**config.mk**
```make
export PLATFORM = sky130hd
export DESIGN_NAME = word_packer
export DESIGN_NICKNAME = d
export VERILOG_FILES = /design/src/rtl/word_packer.sv
export SDC_FILE = /design/constraint.sdc
export NUM_CORES = 1
export LEC_CHECK = 0
export CAP_MARGIN = 20
export CORE_UTILIZATION = 49
export CTS_CLUSTER_DIAMETER = 60
export DETAILED_ROUTE_END_ITERATION = 8
export MAX_ROUTING_LAYER = met4
export PLACE_DENSITY = 0.87
export SYNTH_ARGS = -nofsm -noshare
export SYNTH_HDL_FRONTEND = slang
export SYNTH_SLANG_ARGS = --single-unit
```
**constraint.sdc**
```tcl
create_clock -name clk_i -period 4.3 [get_ports clk_i]
set_input_delay 1.075 -clock clk_i [delete_from_list [all_inputs] [get_ports clk_i]]
set_output_delay 1.075 -clock clk_i [all_outputs]
set_load 0.05 [all_outputs]
```
**src/rtl/word_packer.sv**
```systemverilog
// Packs an 8-bit byte stream into 32-bit words with a byte strobe and last flag.
// One partial word is assembled while one finished word waits in the output register.
module word_packer #(
  parameter bit BigEndian = 1'b0
) (
  input  logic        clk_i,
  input  logic        rst_ni,
  input  logic [7:0]  in_data_i,
  input  logic        in_last_i,
  input  logic        in_valid_i,
  output logic        in_ready_o,
  input  logic        flush_i,
  output logic [31:0] out_data_o,
  output logic [3:0]  out_strb_o,
  output logic        out_last_o,
  output logic        out_valid_o,
  input  logic        out_ready_i,
  output logic [1:0]  fill_o
);

  localparam int unsigned ByteW    = 8;
  localparam int unsigned NumLanes = 4;
  localparam int unsigned WordW    = ByteW * NumLanes;
  localparam int unsigned AsmW     = ByteW * (NumLanes - 1);
  localparam int unsigned CntW     = 2;

  typedef logic [WordW-1:0] word_t;

  logic [CntW-1:0]     cnt_q, cnt_d;
  logic [AsmW-1:0]     asm_q, asm_d;
  word_t               data_q, data_d;
  logic [NumLanes-1:0] strb_q, strb_d;
  logic                last_q, last_d;
  logic                valid_q, valid_d;

  logic                accept_c;
  logic                emit_byte_c;
  logic                flush_fire_c;
  logic                load_c;
  logic [CntW:0]       nbytes_c;
  word_t               asm_wide_c;
  word_t               word_le_c;
  logic [NumLanes-1:0] strb_le_c;
  word_t               word_out_c;
  logic [NumLanes-1:0] strb_out_c;

  // Ready only drops while a finished word is held and not being taken.
  assign in_ready_o = !valid_q || out_ready_i;

  // Accept/emit decisions and the little-endian view of the word being emitted.
  always_comb begin
    accept_c     = in_valid_i && in_ready_o;
    emit_byte_c  = accept_c && ((cnt_q == CntW'(NumLanes - 1)) || in_last_i || flush_i);
    flush_fire_c = flush_i && in_ready_o && !accept_c && (cnt_q != '0);
    load_c       = emit_byte_c || flush_fire_c;
    nbytes_c     = {1'b0, cnt_q} + (CntW+1)'(emit_byte_c);
    asm_wide_c   = {ByteW'(0), asm_q};
    word_le_c    = '0;
    strb_le_c    = '0;
    // Lanes beyond the current fill are forced to zero so stale assembly bytes never leak.
    for (int k = 0; k < NumLanes; k++) begin
      if ((CntW+1)'(k) < {1'b0, cnt_q}) begin
        word_le_c[ByteW*k +: ByteW] = asm_wide_c[ByteW*k +: ByteW];
      end else if (accept_c && (CntW'(k) == cnt_q)) begin
        word_le_c[ByteW*k +: ByteW] = in_data_i;
      end
      strb_le_c[k] = (CntW+1)'(k) < nbytes_c;
    end
  end

  // Byte order and strobe mirroring selected by the endianness parameter.
  always_comb begin
    word_out_c = word_le_c;
    strb_out_c = strb_le_c;
    if (BigEndian) begin
      for (int k = 0; k < NumLanes; k++) begin
        word_out_c[ByteW*k +: ByteW] = word_le_c[ByteW*(NumLanes-1-k) +: ByteW];
        strb_out_c[k]                = strb_le_c[NumLanes-1-k];
      end
    end
  end

  // Next-state for the assembly counter and register.
  always_comb begin
    cnt_d = cnt_q;
    asm_d = asm_q;
    if (load_c) begin
      cnt_d = '0;
    end else if (accept_c) begin
      cnt_d = cnt_q + CntW'(1);
      for (int k = 0; k < NumLanes - 1; k++) begin
        if (CntW'(k) == cnt_q) begin
          asm_d[ByteW*k +: ByteW] = in_data_i;
        end
      end
    end
  end

  // Next-state for the output register; a new load wins over a drain.
  always_comb begin
    data_d  = data_q;
    strb_d  = strb_q;
    last_d  = last_q;
    valid_d = valid_q;
    if (load_c) begin
      data_d  = word_out_c;
      strb_d  = strb_out_c;
      last_d  = emit_byte_c && in_last_i;
      valid_d = 1'b1;
    end else if (valid_q && out_ready_i) begin
      valid_d = 1'b0;
    end
  end

  always_ff @(posedge clk_i or negedge rst_ni) begin
    if (!rst_ni) begin
      cnt_q   <= '0;
      asm_q   <= '0;
      data_q  <= '0;
      strb_q  <= '0;
      last_q  <= 1'b0;
      valid_q <= 1'b0;
    end else begin
      cnt_q   <= cnt_d;
      asm_q   <= asm_d;
      data_q  <= data_d;
      strb_q  <= strb_d;
      last_q  <= last_d;
      valid_q <= valid_d;
    end
  end

  assign out_data_o  = data_q;
  assign out_strb_o  = strb_q;
  assign out_last_o  = last_q;
  assign out_valid_o = valid_q;
  assign fill_o      = cnt_q;

endmodule

```
## Yosys cells after proc, flatten, opt, wreduce, memory -nomap -nowiden

Index checks and enable logic that the tools add are counted.

| word-level totals | value |
|---|---|
| flip-flop bits (word level) | 64 |
| bits of input ports | 14 |
| output and inout port bits | 41 |
| word-level logic and storage cells | 57 |

| operators by class | value |
|---|---|
| $add $sub $neg | 2 |
| $lt $le $gt $ge | 7 |
| equal/unequal tests | 4 |
| muxes and demuxes | 11 |
| bitwise operators | 1 |
| reductions and logical operators | 24 |

Operator list:

| operator | count |
|---|---|
| $mux W8 | 7 |
| $logic_and A1 B1 Y1 | 11 |
| $reduce_and A3 Y1 | 3 |
| $lt A1 B3 Y1 const A | 2 |
| $lt A2 B3 Y1 const A | 2 |
| $reduce_bool A2 Y1 | 3 |
| $eq A2 B2 Y1 const A | 2 |
| $logic_or A1 B1 Y1 | 4 |
| $lt A1 B2 Y1 const A | 2 |
| $mux W2 | 2 |
| $add A2 B1 Y3 | 1 |
| $add A2 B1 Y2 const B | 1 |
| $eq A1 B2 Y1 const A | 1 |
| $eq A2 B2 Y1 const B | 1 |
| $logic_not A1 Y1 | 2 |
| $logic_not A2 Y1 | 1 |
| $lt A2 B2 Y1 const A | 1 |
| $mux W1 | 2 |
| $not A1 Y1 | 1 |

## Depth between registers and ports, before layout

Gate-level depths: netlist of the first run.

| logic depth | value |
|---|---|
| word-level depth | 9 |
| depth in mapped cells | 10 |
| mapped depth without buffers | 9 |

## Least setup slack after synthesis of the first run

Ideal clock, no wire load.

| timing path | value |
|---|---|
| path kind | reg-to-reg |
| start | register cnt_q[1] (netlist: fill_o[1]) |
| end | register data_q[12] (netlist: out_data_o[12]) |
| setup time | 0.125 ns |
| arrival | 2.617 ns |
| slack | 1.559 ns |
| cell stages (with the launch flop) | 9 |
| cell sequence | dfrtp_1 clkbuf_1 inv_1 ha_1 clkbuf_1 nand2b_1 o31ai_4 buf_6 mux2_2 |

| on the way | value |
|---|---|
| cells in the longest elaborated chain, start to end | 5 |
| elaborated cells between the ends (all ways) | 12 |
| classes of those cells | order compare: 1; eq/ne: 2; mux: 2; reduce/logical: 7 |

Ends and longest elaborated chain:

| item | line | source |
|---|---|---|
| from (decl) | 29 | `logic [CntW-1:0] cnt_q, cnt_d;` |
| from (signal assigned) | 124 | `cnt_q <= cnt_d;` |
| $eq A2 B2 Y1 | 53 | `emit_byte_c = accept_c && ((cnt_q == CntW'(NumLanes - 1)) \|\| in_last_i \|\| flush_i);` |
| $logic_or A1 B1 Y1 (2 in series) | 53 |  |
| $logic_and A1 B1 Y1 | 53 |  |
| $logic_or A1 B1 Y1 | 55 | `load_c = emit_byte_c \|\| flush_fire_c;` |
| to (signal assigned) | 126 | `data_q <= data_d;` |
| to (decl) | 31 | `word_t data_q, data_d;` |

Parallel ways exist; a longest one is shown, timed or not.
A chain may end at the register's enable or synchronous reset.

## Worst setup path in the final report of the first run

| timing path | value |
|---|---|
| start | input port out_ready_i |
| end | output port in_ready_o |

| on the way | value |
|---|---|
| cells in the longest elaborated chain, start to end | 1 |

Ends and longest elaborated chain:

| item | line | source |
|---|---|---|
| from (decl) | 17 | `input logic out_ready_i,` |
| $logic_or A1 B1 Y1 | 48 | `assign in_ready_o = !valid_q \|\| out_ready_i;` |
| to (decl) | 11 | `output logic in_ready_o,` |

No other way between the ends.

==> results of run 1 <==
[layer usage]
layer	track usage [%]	up-vias
li1	-	891
met1	28.9	1001
met2	33.1	64
met3	5.70	12
met4	9.81	0
met5	-	-
[flip-flops by register name (all words and copies together) (netlist names)]
signal and count:
asm_q 24, fill_o 2, out_data_o 32, out_last_o 1
out_strb_o 4, out_valid_o 1
[critical path, stage by stage]
cell and delay, ns:
clkdlybuf4s50_1 0.45, nor2b_1 0.06, inv_2 0.11, clkdlybuf4s50_1 0.81
[Yosys cell counts (all sizes together)]
| cell | count |
|---|---|
| mux2i | 1 |
| a22o | 18 |
| nor2 | 2 |
| a31oi | 1 |
| o31a | 1 |
| mux2 | 51 |
| nand3 | 2 |
| o22ai | 8 |
| nor4b | 1 |
| nand2 | 15 |
| o31ai | 1 |
| and4 | 1 |
| nand2b | 1 |
| nor2b | 1 |
| nor3 | 1 |
| inv | 16 |
| clkbuf | 5 |
| a32o | 8 |
| or3 | 1 |
| dfrtp | 64 |
| buf | 5 |
| ha | 7 |
| a21oi | 1 |
[final timing paths]
| kind | startpoint | end | depth (start not counted) |
|---|---|---|---|
| setup / recovery | out_ready_i | in_ready_o | 4 |
| hold / removal | out_data_o[27] | out_data_o[27] | 1 |
| setup reg to reg | fill_o[1] | out_strb_o[2] | 9 |
| hold reg to reg | out_data_o[27] | out_data_o[27] | 1 |
| max in group asynchronous | rst_ni | out_data_o[15] | 2 |
| min in group asynchronous | rst_ni | out_data_o[31] | 1 |
[final cells by class]
cell class,count,area (µm²)
sequential,64,1600
multi-input combinational,122,1150
tap,72,90.1
fill,424,1870
clock inverter,6,108
timing repair buffer,58,566
inverter,16,60.1
clock buffer,10,128
[report_power, final]
part | switching [mW] | leakage (nW) | internal (mW)
registers | 0.117 | 0.841 | 0.799
clock network | 0.230 | 0.116 | 0.383
logic | 0.623 | 0.764 | 0.415
total | 0.970 | 1.72 | 1.60
[kinds of logic after synthesis]
group	count (synthesis)	synth area share (%)
buffers and inverters	26	4.06
AOI/OAI and AO/OA	38	11.5
DFF	64	55.9
muxes	52	20.4
adders and majority gates	7	3.06
and+or+nand+nor	25	5.15
[placed cells by master (no fill, tap or decap), types with 3 or more instances in the layout]
| master | Yosys | layout |
|---|---|---|
| o22ai_1 | 8 | 8 |
| buf_4 | 0 | 4 |
| inv_1 | 15 | 15 |
| a22o_1 | 18 | 18 |
| nand2_1 | 13 | 13 |
| ha_1 | 7 | 7 |
| dfrtp_1 | 64 | 64 |
| clkbuf_8 | 0 | 9 |
| clkdlybuf4s50_1 | 0 | 53 |
| mux2_2 | 50 | 50 |
| bufinv_16 | 0 | 3 |
| a32o_1 | 8 | 8 |
==> impl_summary.txt, run 1 <==
----------------------------------------------------
[Clock tree]
  Clock latency on the worst-skew pair ... 0.35 ns
  Clock tree from TritonCTS ... done
  Quantity of hold-fixing buffers added after cts ... 0
  Gates resized, CTS repair ... 0
  Count of H-tree levels built during CTS ... 3
  # Post-CTS Setup Buffers ... 0
  Clock transition at the registers of the reported paths ... 0.07 ns
  Clock buffer count from CTS ... 9
  Buffer cell driving the clock tree root ... clkbuf_8
  Buffers from clock root to sink, at most ... 2
  TritonCTS sink count ... 64

[Route]
  Met3 wire length ... 300 µm
  Final wirelength ... 5.95 mm
  Routed via count ... 1968
  Via density ... 5.66
  DRT antenna net count ... 0
  Post-detailed-route DRC marker count ... 0
  Final routed wire length divided by cell count ... 17.1 µm
  Met1 routed wirelength after detailed routing ... 2.71 mm
  Highest metal layer used by the detailed router ... met4
  Iter 0 DRT Violations ... 135
  First-pass iteration count of the detailed router ... 4
  Met2 wire length ... 2.82 mm

[Logic synthesis]
  Largest area contributor in the synthesized netlist ... dfrtp_1
  Post-Synthesis Cells ... 212
  Area share of the leading cell type in the synthesized netlist ... 55.9%
  Yosys reg bits ... 64
  Synth Warn # ... 0
  Sequential element share of the synthesized area ... 55.9%
  Synth unique cells ... 28
  Cell types with the largest area share after synthesis ... dfrtp_1 56%, mux2_2 20%, a22o_1 5.5%, ha_1 3.1%, a32o_1 2.8%
  Per-instance average area after synthesis ... 13.5 µm²
  Post-synthesis net count ... 233
  Mapped cell area ... 2870 µm²

[Floorplan]
  Number of placement rows ... 27
  Area inside the core boundary ... 5570 µm²
  Number of I/O pins ... 55
  Starting density of the core ... 51.4%
  Chip Width ... 78.5 µm
  Die outline area ... 6160 µm²
  Height of the die ... 78.5 µm

[STA]
  Period utilization ... 83.4%
  Shortest period the worst path allows ... 3.58 ns
  Worst Clk Skew ... 0.00766 ns
  Relative max-transition margin ... 36.9%
  Unrepaired setup endpoints after global routing ... no
  Final number of hold-violating endpoints ... 0
  Setup WS post-layout ... 0.716 ns
  Fmax achieved ... 0.279 GHz
  Finish-stage setup viols ... 0
  Slew at the pin with the worst max-slew slack ... 0.947 ns
  Tightest hold margin ... 0.491 ns
  Final total negative setup slack ... 0 ns
  Final Max Slew Viols ... 0

[Critical path]
  Maximum fanout count along the critical path ... 7
  Worst setup EP type ... primary output
  Start-to-end type of the worst setup path ... input port to primary output
  Crit start category ... input port
  Data arrival time at the worst-slack endpoint ... 2.51 ns
  Required time of the critical path ... 3.22 ns
  Internal reg-to-reg setup slack ... 1.48 ns

[Cells and area]
  Fraction of final layout cells sized beyond drive strength 1 ... 28.3%
  Antenna Diode Count ... 0
  Cell area after layout ... 3700 µm²
  Filler-free cell count of the finished design ... 348
  Post-layout nets ... 292
  Share of the core filled with cells ... 66.4%
  Area growth from synthesis to final layout ... 29.1%

[Pwr]
  Overall power consumption ... 2.57 mW
  Worst vdd rail ir drop ... 402 µV
  Static leakage power ... 1.72 nW
  Power density normalized to cell area ... 694 nW/µm²

[Placed design]
  Placed Cells ... 332
  Final Wtd Congestion ... 0.788
  Detailed placement HPWL ... 3.93 mm
  I/O Buffers ... 54
  Worst slack at placement ... 0.724 ns
  DP Area ... 3470 µm²

[Run]
  Total of max-cap violations ... 0

[Outcome]
  Outcome ... finished clean

[Global route]
  GRT Resource Usage Total ... 22.2%
  Total grt overflow ... 0
  Initial antenna violation count ... 0
  Pin count of the biggest net entering global routing ... 44
  Global-route wire length before repair ... 9.89 mm
  Vias in the first global route ... 1969

[Worst hold path]
  Path category of the worst min-delay check ... flip-flop to flip-flop

----------------------------------------------------
No activity file was read; power rests on OpenSTA's default activity.
==> run 2: changes to the inputs <==
==> constraint.sdc (replaced) <==
create_clock -name clk_i -period 3.6 [get_ports clk_i]
set_input_delay 0.9 -clock clk_i [delete_from_list [all_inputs] [get_ports clk_i]]
set_output_delay 0.9 -clock clk_i [all_outputs]
set_load 0.05 [all_outputs]
==> run 2 against run 1 <==
Net effect: total power grew 14%; critical path depth grew 1; routed wire length shrank 0.40%; largest cell class unchanged.
==> impl_summary.txt, run 2 (same netlist as run 1, synthesis figures left out) <==
----------------------------------------------------
[Outcome]
  Outcome ... finished clean

[STA]
  Fmax achieved ... 0.356 GHz
  Slew at the pin with the worst max-slew slack ... 0.767 ns (-0.180 ns)
  Shortest period the worst path allows ... 2.81 ns
  Relative max-transition margin ... 48.8% (+12 points)
  Final total negative setup slack ... 0 ns (unchanged)
  Finish-stage setup viols ... 0 (unchanged)
  Worst Clk Skew ... 0.00797 ns (+0.000318 ns)
  Final number of hold-violating endpoints ... 0 (unchanged)
  Final Max Slew Viols ... 0 (unchanged)
  Unrepaired setup endpoints after global routing ... no
  Period utilization ... 78.0%

[Critical path]
  Required time of the critical path ... 2.70 ns (-0.52 ns)
  Crit start category ... input port
  Worst setup EP type ... primary output
  Start-to-end type of the worst setup path ... input port to primary output
  Data arrival time at the worst-slack endpoint ... 1.91 ns (-0.60 ns)
  Maximum fanout count along the critical path ... 7 (unchanged)

[Clock tree]
  Clock tree from TritonCTS ... done
  # Post-CTS Setup Buffers ... 0 (unchanged)
  Count of H-tree levels built during CTS ... 3 (unchanged)
  Clock latency on the worst-skew pair ... 0.34 ns (about the same)
  Buffers from clock root to sink, at most ... 2 (unchanged)
  Clock transition at the registers of the reported paths ... 0.07 ns (about the same)
  TritonCTS sink count ... 64 (unchanged)
  Quantity of hold-fixing buffers added after cts ... 0 (unchanged)
  Buffer cell driving the clock tree root ... clkbuf_8
  Clock buffer count from CTS ... 9 (unchanged)
  Gates resized, CTS repair ... 0 (unchanged)

[Route]
  Iter 0 DRT Violations ... 138 (+2.2%)
  First-pass iteration count of the detailed router ... 4 (unchanged)
  Via density ... 5.56 (-1.6%)
  DRT antenna net count ... 0 (unchanged)
  Routed via count ... 1930 (-1.9%)
  Final wirelength ... 5.92 mm (-0.40%)
  Final routed wire length divided by cell count ... 17.1 µm (-0.12%)
  Post-detailed-route DRC marker count ... 0 (unchanged)

[Run]
  Total of max-cap violations ... 0 (unchanged)

[Placed design]
  I/O Buffers ... 54 (unchanged)
  Final Wtd Congestion ... 0.773 (-1.8%)
  Detailed placement HPWL ... 4.06 mm (+3.5%)
  DP Area ... 3460 µm² (about the same)

[Global route]
  Initial antenna violation count ... 0 (unchanged)
  Vias in the first global route ... 1901 (-3.5%)
  Global-route wire length before repair ... 9.83 mm (-0.63%)
  Total grt overflow ... 0 (unchanged)
  Pin count of the biggest net entering global routing ... 48 (+9.1%)
  GRT Resource Usage Total ... 22.5% (+0.23 points)

[Pwr]
  Power density normalized to cell area ... 800 nW/µm² (+15%)
  Switching component of the power ... 1.14 mW (+17%)
  Combinational cell fraction of total power ... 42.4% (+2.0 points)
  Power share of the clock group ... 20.2% (-3.7 points)
  Total internal power ... 1.78 mW (+12%)
  Proportion of power drawn by flip-flops and latches ... 37.5% (+1.8 points)
  Worst vdd rail ir drop ... 575 µV (+43%)
  Static leakage power ... 1.70 nW (-0.99%)
  Share of total power consumed by net switching ... 39.0% (+1.2 points)

[Floorplan]
  Starting density of the core ... 51.4% (unchanged)
  Height of the die ... 78.5 µm (unchanged)
  Number of placement rows ... 27 (unchanged)
  Area inside the core boundary ... 5570 µm² (unchanged)
  Chip Width ... 78.5 µm (unchanged)
  Die outline area ... 6160 µm² (unchanged)
  Number of I/O pins ... 55 (unchanged)

[Cells and area]
  Area growth from synthesis to final layout ... 27.3%
  Post-layout nets ... 292 (unchanged)
  Fraction of final layout cells sized beyond drive strength 1 ... 28.4% (+0.10 points)
  Antenna Diode Count ... 0 (unchanged)
  Number of flip-flops in the largest register ... 32 (unchanged)
  Leading cell type in the layout, fill and taps excluded ... dfrtp_1
  Number of inserted filler cells in the final layout ... 435 (+2.6%)
  Most used cells in the layout excluding fill and tap cells ... 64 x dfrtp_1, 52 x clkdlybuf4s50_1, 50 x mux2_2, 18 x a22o_1, 15 x inv_1
  Cell area after layout ... 3650 µm² (-1.4%)

[Worst hold path]
  Path category of the worst min-delay check ... input port to asynchronous set/reset pin

----------------------------------------------------
-- run 2: cell count changes in the layout (fill, tap and decap cells not counted) --
cell | previous run | this run
clkdlybuf4s50_1 | 53 | 52
buf_4 | 4 | 5
clkinv_2 | 2 | 3
clkbuf_8 | 9 | 10
bufinv_16 | 3 | 1
clkinvlp_4 | 1 | 0
-- run 2: final cells by class --
type / count / area (µm²) / area share (%)
clock buffer: 11 / 141 / 3.87
clock inverter: 4 / 45.0 / 1.23
inverter: 16 / 60.1 / 1.65
multi-input combinational: 122 / 1150 / 31.5
sequential: 64 / 1600 / 43.9
tap: 72 / 90.1 / 2.47
timing repair buffer: 58 / 563 / 15.4
-- run 2: routing by layer --
layer	part of all wire [%]	track usage [%]	vias up
li1	-	-	891
met1	45	29.4	976
met2	48	32.9	52
met3	5.5	5.93	11
met4	1.7	10.0	0
met5	0	-	-
-- run 2: worst paths after layout --
kind                       cells past startpoint              to  slack [ns]            from
max in group asynchronous                      2   out_data_o[5]        2.20          rst_ni
min                                            1  out_data_o[26]        0.48          rst_ni
min reg2reg                                    1  out_data_o[15]        0.49  out_data_o[15]
min in group clk_i                             1  out_data_o[15]        0.49  out_data_o[15]
max                                            5      in_ready_o        0.79     out_ready_i
max reg2reg                                    9   out_strb_o[2]        0.80       fill_o[1]
-- run 2: through the flow --
stage               utilization, %  setup WS, ns  cells  hold slack, ns  power, mW
floorplan                        -         0.859    212           0.479       1.96
global placement              62.1         0.776    332           0.473       2.31
detailed placement            62.1         0.726    332           0.482       2.35
CTS                           65.5         0.791    347           0.478       2.94
global route                  65.5         0.603    347           0.491       3.08
finish                        65.5         0.791    347           0.479       2.92
-- run 2: power groups by stage --
stage / Clock [mW] / Combinational (mW) / Sequential [mW]
floorplan: 0 / 0.475 / 1.48
global placement: 0 / 1.21 / 1.09
detailed placement: 0 / 1.24 / 1.11
CTS: 0.600 / 1.24 / 1.10
global route: 0.643 / 1.31 / 1.13
finish: 0.588 / 1.24 / 1.09
-- run 2: worst max-delay path: stages --
cell,delay (ns)
clkdlybuf4s50_1,0.40
nor2b_1,0.14
buf_4,0.19
inv_2,0.08
buf_4,0.19
